--- config.mk ---
export PLATFORM = sky130hd
export DESIGN_NAME = serial_word_receiver_flat
export DESIGN_NICKNAME = d
export VERILOG_FILES = /design/src/rtl/serial_word_receiver_if.sv /design/src/rtl/serial_word_receiver.sv /design/src/flat_wrapper.sv
export SDC_FILE = /design/constraint.sdc
export NUM_CORES = 1
export LEC_CHECK = 0
export ABC_AREA = 1
export CELL_PAD_IN_SITES_DETAIL_PLACEMENT = 2
export CELL_PAD_IN_SITES_GLOBAL_PLACEMENT = 2
export CORE_MARGIN = 1.5
export CORE_UTILIZATION = 24
export DETAILED_ROUTE_END_ITERATION = 10
export PLACE_DENSITY = 0.73
export SLEW_MARGIN = 20
export SYNTH_ARGS = -nofsm -noshare
export SYNTH_HDL_FRONTEND = slang
export SYNTH_SLANG_ARGS = --single-unit
--- constraint.sdc ---
create_clock -name clk -period 1.3 [get_ports clk]
set_clock_uncertainty 0.15 [all_clocks]
set_input_delay 0.13 -clock clk [delete_from_list [all_inputs] [get_ports clk]]
set_output_delay 0.13 -clock clk [all_outputs]
set_load 0.1 [all_outputs]
--- src/rtl/serial_word_receiver_if.sv ---
// serial_word_receiver_if: serial bit input, word output handshake and status flags of the receiver
interface serial_word_receiver_if #(parameter int W = 3);
  logic serial_in, bit_valid, frame_start, word_ready, clear_overrun;
  logic [W-1:0] word_out;
  logic word_valid, busy, overrun, frame_error;
  modport master (
    output serial_in, bit_valid, frame_start, word_ready, clear_overrun,
    input  word_out, word_valid, busy, overrun, frame_error
  );
  modport slave (
    input  serial_in, bit_valid, frame_start, word_ready, clear_overrun,
    output word_out, word_valid, busy, overrun, frame_error
  );
endinterface

--- src/rtl/serial_word_receiver.sv ---
// serial_word_receiver: assembles W-bit words from a framed serial stream into a one-word output buffer
module serial_word_receiver #(
  parameter int W = 3,
  parameter bit MSB_FIRST = 1'b0
) (
  input logic clk,
  input logic rst_n,
  serial_word_receiver_if.slave bus
);
  localparam int CW = $clog2(W);
  localparam logic [0:0] IDLE = 1'b0;
  localparam logic [0:0] SHIFT = 1'b1;
  logic [0:0] state;
  logic [CW-1:0] cnt;
  logic [W-1:0] sr, base, sr_nxt, word_out;
  logic word_valid, overrun, frame_error, done;
  always_comb begin
    base = bus.frame_start ? '0 : sr;
    sr_nxt = MSB_FIRST ? {base[W-2:0], bus.serial_in} : {bus.serial_in, base[W-1:1]};
    done = (state == SHIFT) && bus.bit_valid && !bus.frame_start && (cnt == CW'(W - 1));
  end
  always_ff @(posedge clk or negedge rst_n) begin
    if (!rst_n) begin
      state <= IDLE;
      cnt <= '0;
      sr <= '0;
      word_out <= '0;
      word_valid <= 1'b0;
      overrun <= 1'b0;
      frame_error <= 1'b0;
    end else begin
      frame_error <= (state == SHIFT) && bus.bit_valid && bus.frame_start;
      if (bus.bit_valid && bus.frame_start) begin
        state <= SHIFT;
        cnt <= CW'(1);
        sr <= sr_nxt;
      end else if (bus.bit_valid && state == SHIFT) begin
        sr <= sr_nxt;
        cnt <= done ? '0 : cnt + 1'b1;
        state <= done ? IDLE : SHIFT;
      end
      // a completion may refill the buffer on the same edge the held word leaves
      if (done && (!word_valid || bus.word_ready)) begin
        word_out <= sr_nxt;
        word_valid <= 1'b1;
      end else if (word_valid && bus.word_ready) begin
        word_valid <= 1'b0;
      end
      if (done && word_valid && !bus.word_ready) overrun <= 1'b1;
      else if (bus.clear_overrun) overrun <= 1'b0;
    end
  end
  assign bus.word_out = word_out;
  assign bus.word_valid = word_valid;
  assign bus.busy = (state == SHIFT);
  assign bus.overrun = overrun;
  assign bus.frame_error = frame_error;
endmodule

--- src/flat_wrapper.sv ---
// flat-port wrapper written by rule: the top's interface ports become plain ports
module serial_word_receiver_flat 
#(
  parameter int W = 3,
  parameter bit MSB_FIRST = 1'b0
)
  (clk, rst_n, bus_serial_in, bus_bit_valid, bus_frame_start, bus_word_ready, bus_clear_overrun, bus_word_out, bus_word_valid, bus_busy, bus_overrun, bus_frame_error);
  serial_word_receiver_if #(.W(W)) bus_i ();
  input logic clk;
  input logic rst_n;
  input wire logic [$bits(bus_i.serial_in)-1:0] bus_serial_in;
  input wire logic [$bits(bus_i.bit_valid)-1:0] bus_bit_valid;
  input wire logic [$bits(bus_i.frame_start)-1:0] bus_frame_start;
  input wire logic [$bits(bus_i.word_ready)-1:0] bus_word_ready;
  input wire logic [$bits(bus_i.clear_overrun)-1:0] bus_clear_overrun;
  output wire logic [$bits(bus_i.word_out)-1:0] bus_word_out;
  output wire logic [$bits(bus_i.word_valid)-1:0] bus_word_valid;
  output wire logic [$bits(bus_i.busy)-1:0] bus_busy;
  output wire logic [$bits(bus_i.overrun)-1:0] bus_overrun;
  output wire logic [$bits(bus_i.frame_error)-1:0] bus_frame_error;
  assign bus_i.serial_in = bus_serial_in;
  assign bus_i.bit_valid = bus_bit_valid;
  assign bus_i.frame_start = bus_frame_start;
  assign bus_i.word_ready = bus_word_ready;
  assign bus_i.clear_overrun = bus_clear_overrun;
  assign bus_word_out = bus_i.word_out;
  assign bus_word_valid = bus_i.word_valid;
  assign bus_busy = bus_i.busy;
  assign bus_overrun = bus_i.overrun;
  assign bus_frame_error = bus_i.frame_error;
  serial_word_receiver #(.W(W), .MSB_FIRST(MSB_FIRST)) u_core (.clk(clk), .rst_n(rst_n), .bus(bus_i));
endmodule
==> results of run 1 <==
cells by family after synthesis:
group	count (synthesis)	share of synthesized area [%]
and+or+nand+nor	23	23.1
AOI/OAI and AO/OA	9	10.6
buffers and inverters	8	6.52
DFF	11	59.8
final timing paths:
| path | slack, ns | startpoint | to | cells past startpoint |
|---|---|---|---|---|
| worst min register to register | 0.37 | u_core.sr[2] | u_core.sr[1] | 2 |
| worst max register to register | 0.07 | u_core.bus.busy | u_core.bus.busy | 5 |
| min in group clk | 0.30 | bus_serial_in | u_core.bus.word_out[2] | 3 |
| max in group asynchronous | 0.81 | rst_n | u_core.bus.word_valid | 2 |
| worst max-delay path | 0.07 | u_core.bus.busy | u_core.bus.busy | 5 |
| worst min-delay path | 0.02 | rst_n | u_core.sr[2] | 2 |
sequential cells by signal, indices dropped and copies added, names as in the netlist:
register                flops
u_core.bus.overrun          1
u_core.bus.frame_error      1
u_core.bus.word_out         3
u_core.cnt                  2
u_core.bus.word_valid       1
u_core.sr                   2
u_core.bus.busy             1
stage by stage:
stage / hold slack, ns / instance area (um2) / total power, uW
floorplan: -0.316 / 474 / 995
global placement: 0.298 / 728 / 1310
detailed placement: 0.295 / 728 / 1330
CTS: 0.0183 / 754 / 1560
global route: 0.0243 / 757 / 1630
finish: 0.0160 / 757 / 1550
cell usage after synthesis:
cell type / n
nor2_4: 1
inv_1: 8
o22ai_1: 1
nand3_1: 1
nand2_2: 2
nand3_2: 1
dfrtp_1: 11
o21bai_1: 1
o21ai_0: 4
nor2_1: 3
o21ai_1: 3
nand2_1: 15
layer usage:
layer  part of all wire, %  global-route usage [%]  wire, um
met5                     0                       0         0
met4                   2.2                    6.67        25
met3                   4.0                    2.31        45
met2                    48                    20.5       544
met1                    46                    17.5       520
report_power, final:
group          leakage [uW]  internal, uW  switching, uW  total, uW
Clock             0.0000150           118            110        228
Combinational      0.000201           283            523        806
Sequential         0.000137           430           82.6        513
Total              0.000354           831            715       1550
cell usage in the layout (no fill, tap or decap):
cell | netlist | routed
buf_12 | 0 | 7
buf_4 | 0 | 3
clkbuf_1 | 0 | 1
clkbuf_4 | 0 | 3
clkdlybuf4s50_1 | 0 | 6
dfrtp_1 | 11 | 8
dfrtp_2 | 0 | 1
dfrtp_4 | 0 | 2
inv_1 | 8 | 8
nand2_1 | 15 | 15
nand2_2 | 2 | 1
nand2_4 | 0 | 1
nand3_1 | 1 | 1
nand3_2 | 1 | 1
nor2_1 | 3 | 2
nor2_2 | 0 | 1
nor2_4 | 1 | 1
o21ai_0 | 4 | 4
o21ai_1 | 3 | 3
o21bai_1 | 1 | 1
o22ai_1 | 1 | 1
worst max-delay path: stages, from the launching register on:
cell     delay [ns]
dfrtp_4        0.45
nand2_4        0.07
nor2_4         0.10
nand2_1        0.12
nand2_1        0.10
o21ai_0        0.10
final cells by class:
type,count,area (um2)
fillers,201,1010
flip-flops and latches,11,284
repair buffers,16,223
multi-input cells,32,163
well taps,25,31.3
inverters,8,30.0
clock buffers,4,26.3
==> results.yml, run 1 <==
synth:
  ys_top_cells_by_area: "dfrtp_1 60%, nand2_1 12%, inv_1 6.5%, o21ai_0 4.3%, o21ai_1 3.3%"
  ys_seq_area_share_pct: 59.8
  syn-cell-area_um2: 460
  yosys_warnings: 0
  synth_cells: 51
  synthesis.area_per_instance_um2: 9.03
  yosysUniqueCellTypes: 12
  yosys.area.top_type_share_pct: 59.8
  synth-seq-cells: 11
  synthDominantAreaCellType: "dfrtp_1"
  mappedNetlistNets: 58
detailed_routing:
  post-route-drc-count: 0
  route.antenna.remaining_nets: 0
  drtPass1Iterations: 1
  routedWlPerCell_um: 11.8
  routed_wirelength_um: 1140
  viasPerCell: 4.23
  route.vias.total: 406
  detail_route.iter0.violations: 0
grt:
  grt_overflow_total: 0
  number_of_antenna_violations_at_the_first_check_in_global_routing: 0
  grt_start_max_net_pins: 12
  groute.usage.overall_pct: 13.2
  grt_first_pass_wirelength_um: 1970
  via_count_of_the_first_global_routing_pass: 442
cells_and_area:
  flow.area_growth_from_synthesis_pct: 64.4
  insertedDiodeCount: 0
  post_layout_nonfiller_instances: 96
  final_util_pct: 42.9
  layout.nets: 79
  post_route_cells_drive_above_1_share_pct: 29.6
clock_network:
  clkLatencyLatePin_ns: 0.26
  post_cts_resized: 0
  clkTransAtPathRegs_ns: 0.07
  cts_made_buffers: 3
  cts_sinks: 11
  cts.hold.buffers_added: 0
  clk_root_buffer_cell: "clkbuf_4"
  post-cts-setup-buffer-count: 0
  htree_levels: 1
  cts_tree: "built"
  clk_path_buf_depth: 2
setup_path:
  element_type_at_the_critical_path_end: "flip-flop"
  required_time_of_the_critical_path_ns: 1.28
  cp_max_fanout: 4
  critPathKind: "reg2reg"
  critical_path.startpoint_type: "flip-flop"
  crit_arrival_ns: 1.21
timing:
  fmax_mhz: 813
  postLayoutSetupSlackWorst_ns: 0.0701
  min_period_over_period_pct: 94.6
  slew_violations: 0
  timing_worst_slew_pin_value_ns: 0.175
  finalWorstPathRequiredPeriod_ns: 1.23
  finalSetupViolCount: 0
  setup-tns-final_ns: 0
  slew-limit-headroom_pct: 88.2
  final-hold-violation-count: 0
  grt_setup_unrepaired: "false"
power:
  total_leakage_power_uw: 0.000354
  peakVddDrop_mv: 0.822
  power_density_mw_per_mm2: 2040
floorplanning:
  ioPinCount: 14
  fp.dieH_um: 46.8
  core.rowCount: 15
  dieWidth_um: 46.8
  initial_utilization_pct: 26.1
  core_area_mm2: 0.00176
  fp.dieArea_mm2: 0.00219
place:
  dp_hpwl_um: 926
  dp_cells: 92
  port_buffers: 13
  place.gp.congestion: 0.732
  place_ws_ns: -0.175
min_path:
  worstHoldPathType: "in2async"
job:
  max_cap_viol_count: 0
run_status:
  outcome: "finished clean"
Power figures use the tool's default switching activity.
==> run 2: changes to the inputs <==
Settings changed: CAP_MARGIN set to 15.
==> results of run 2 <==
Same layout as run 1: the final DEF is identical, and so are final timing and power.
==> run 3: changes to the inputs <==
Settings changed: SKIP_CTS_REPAIR_TIMING set to 1.
==> results of run 3 <==
Same layout as run 1: the final DEF is identical, and so are final timing and power.
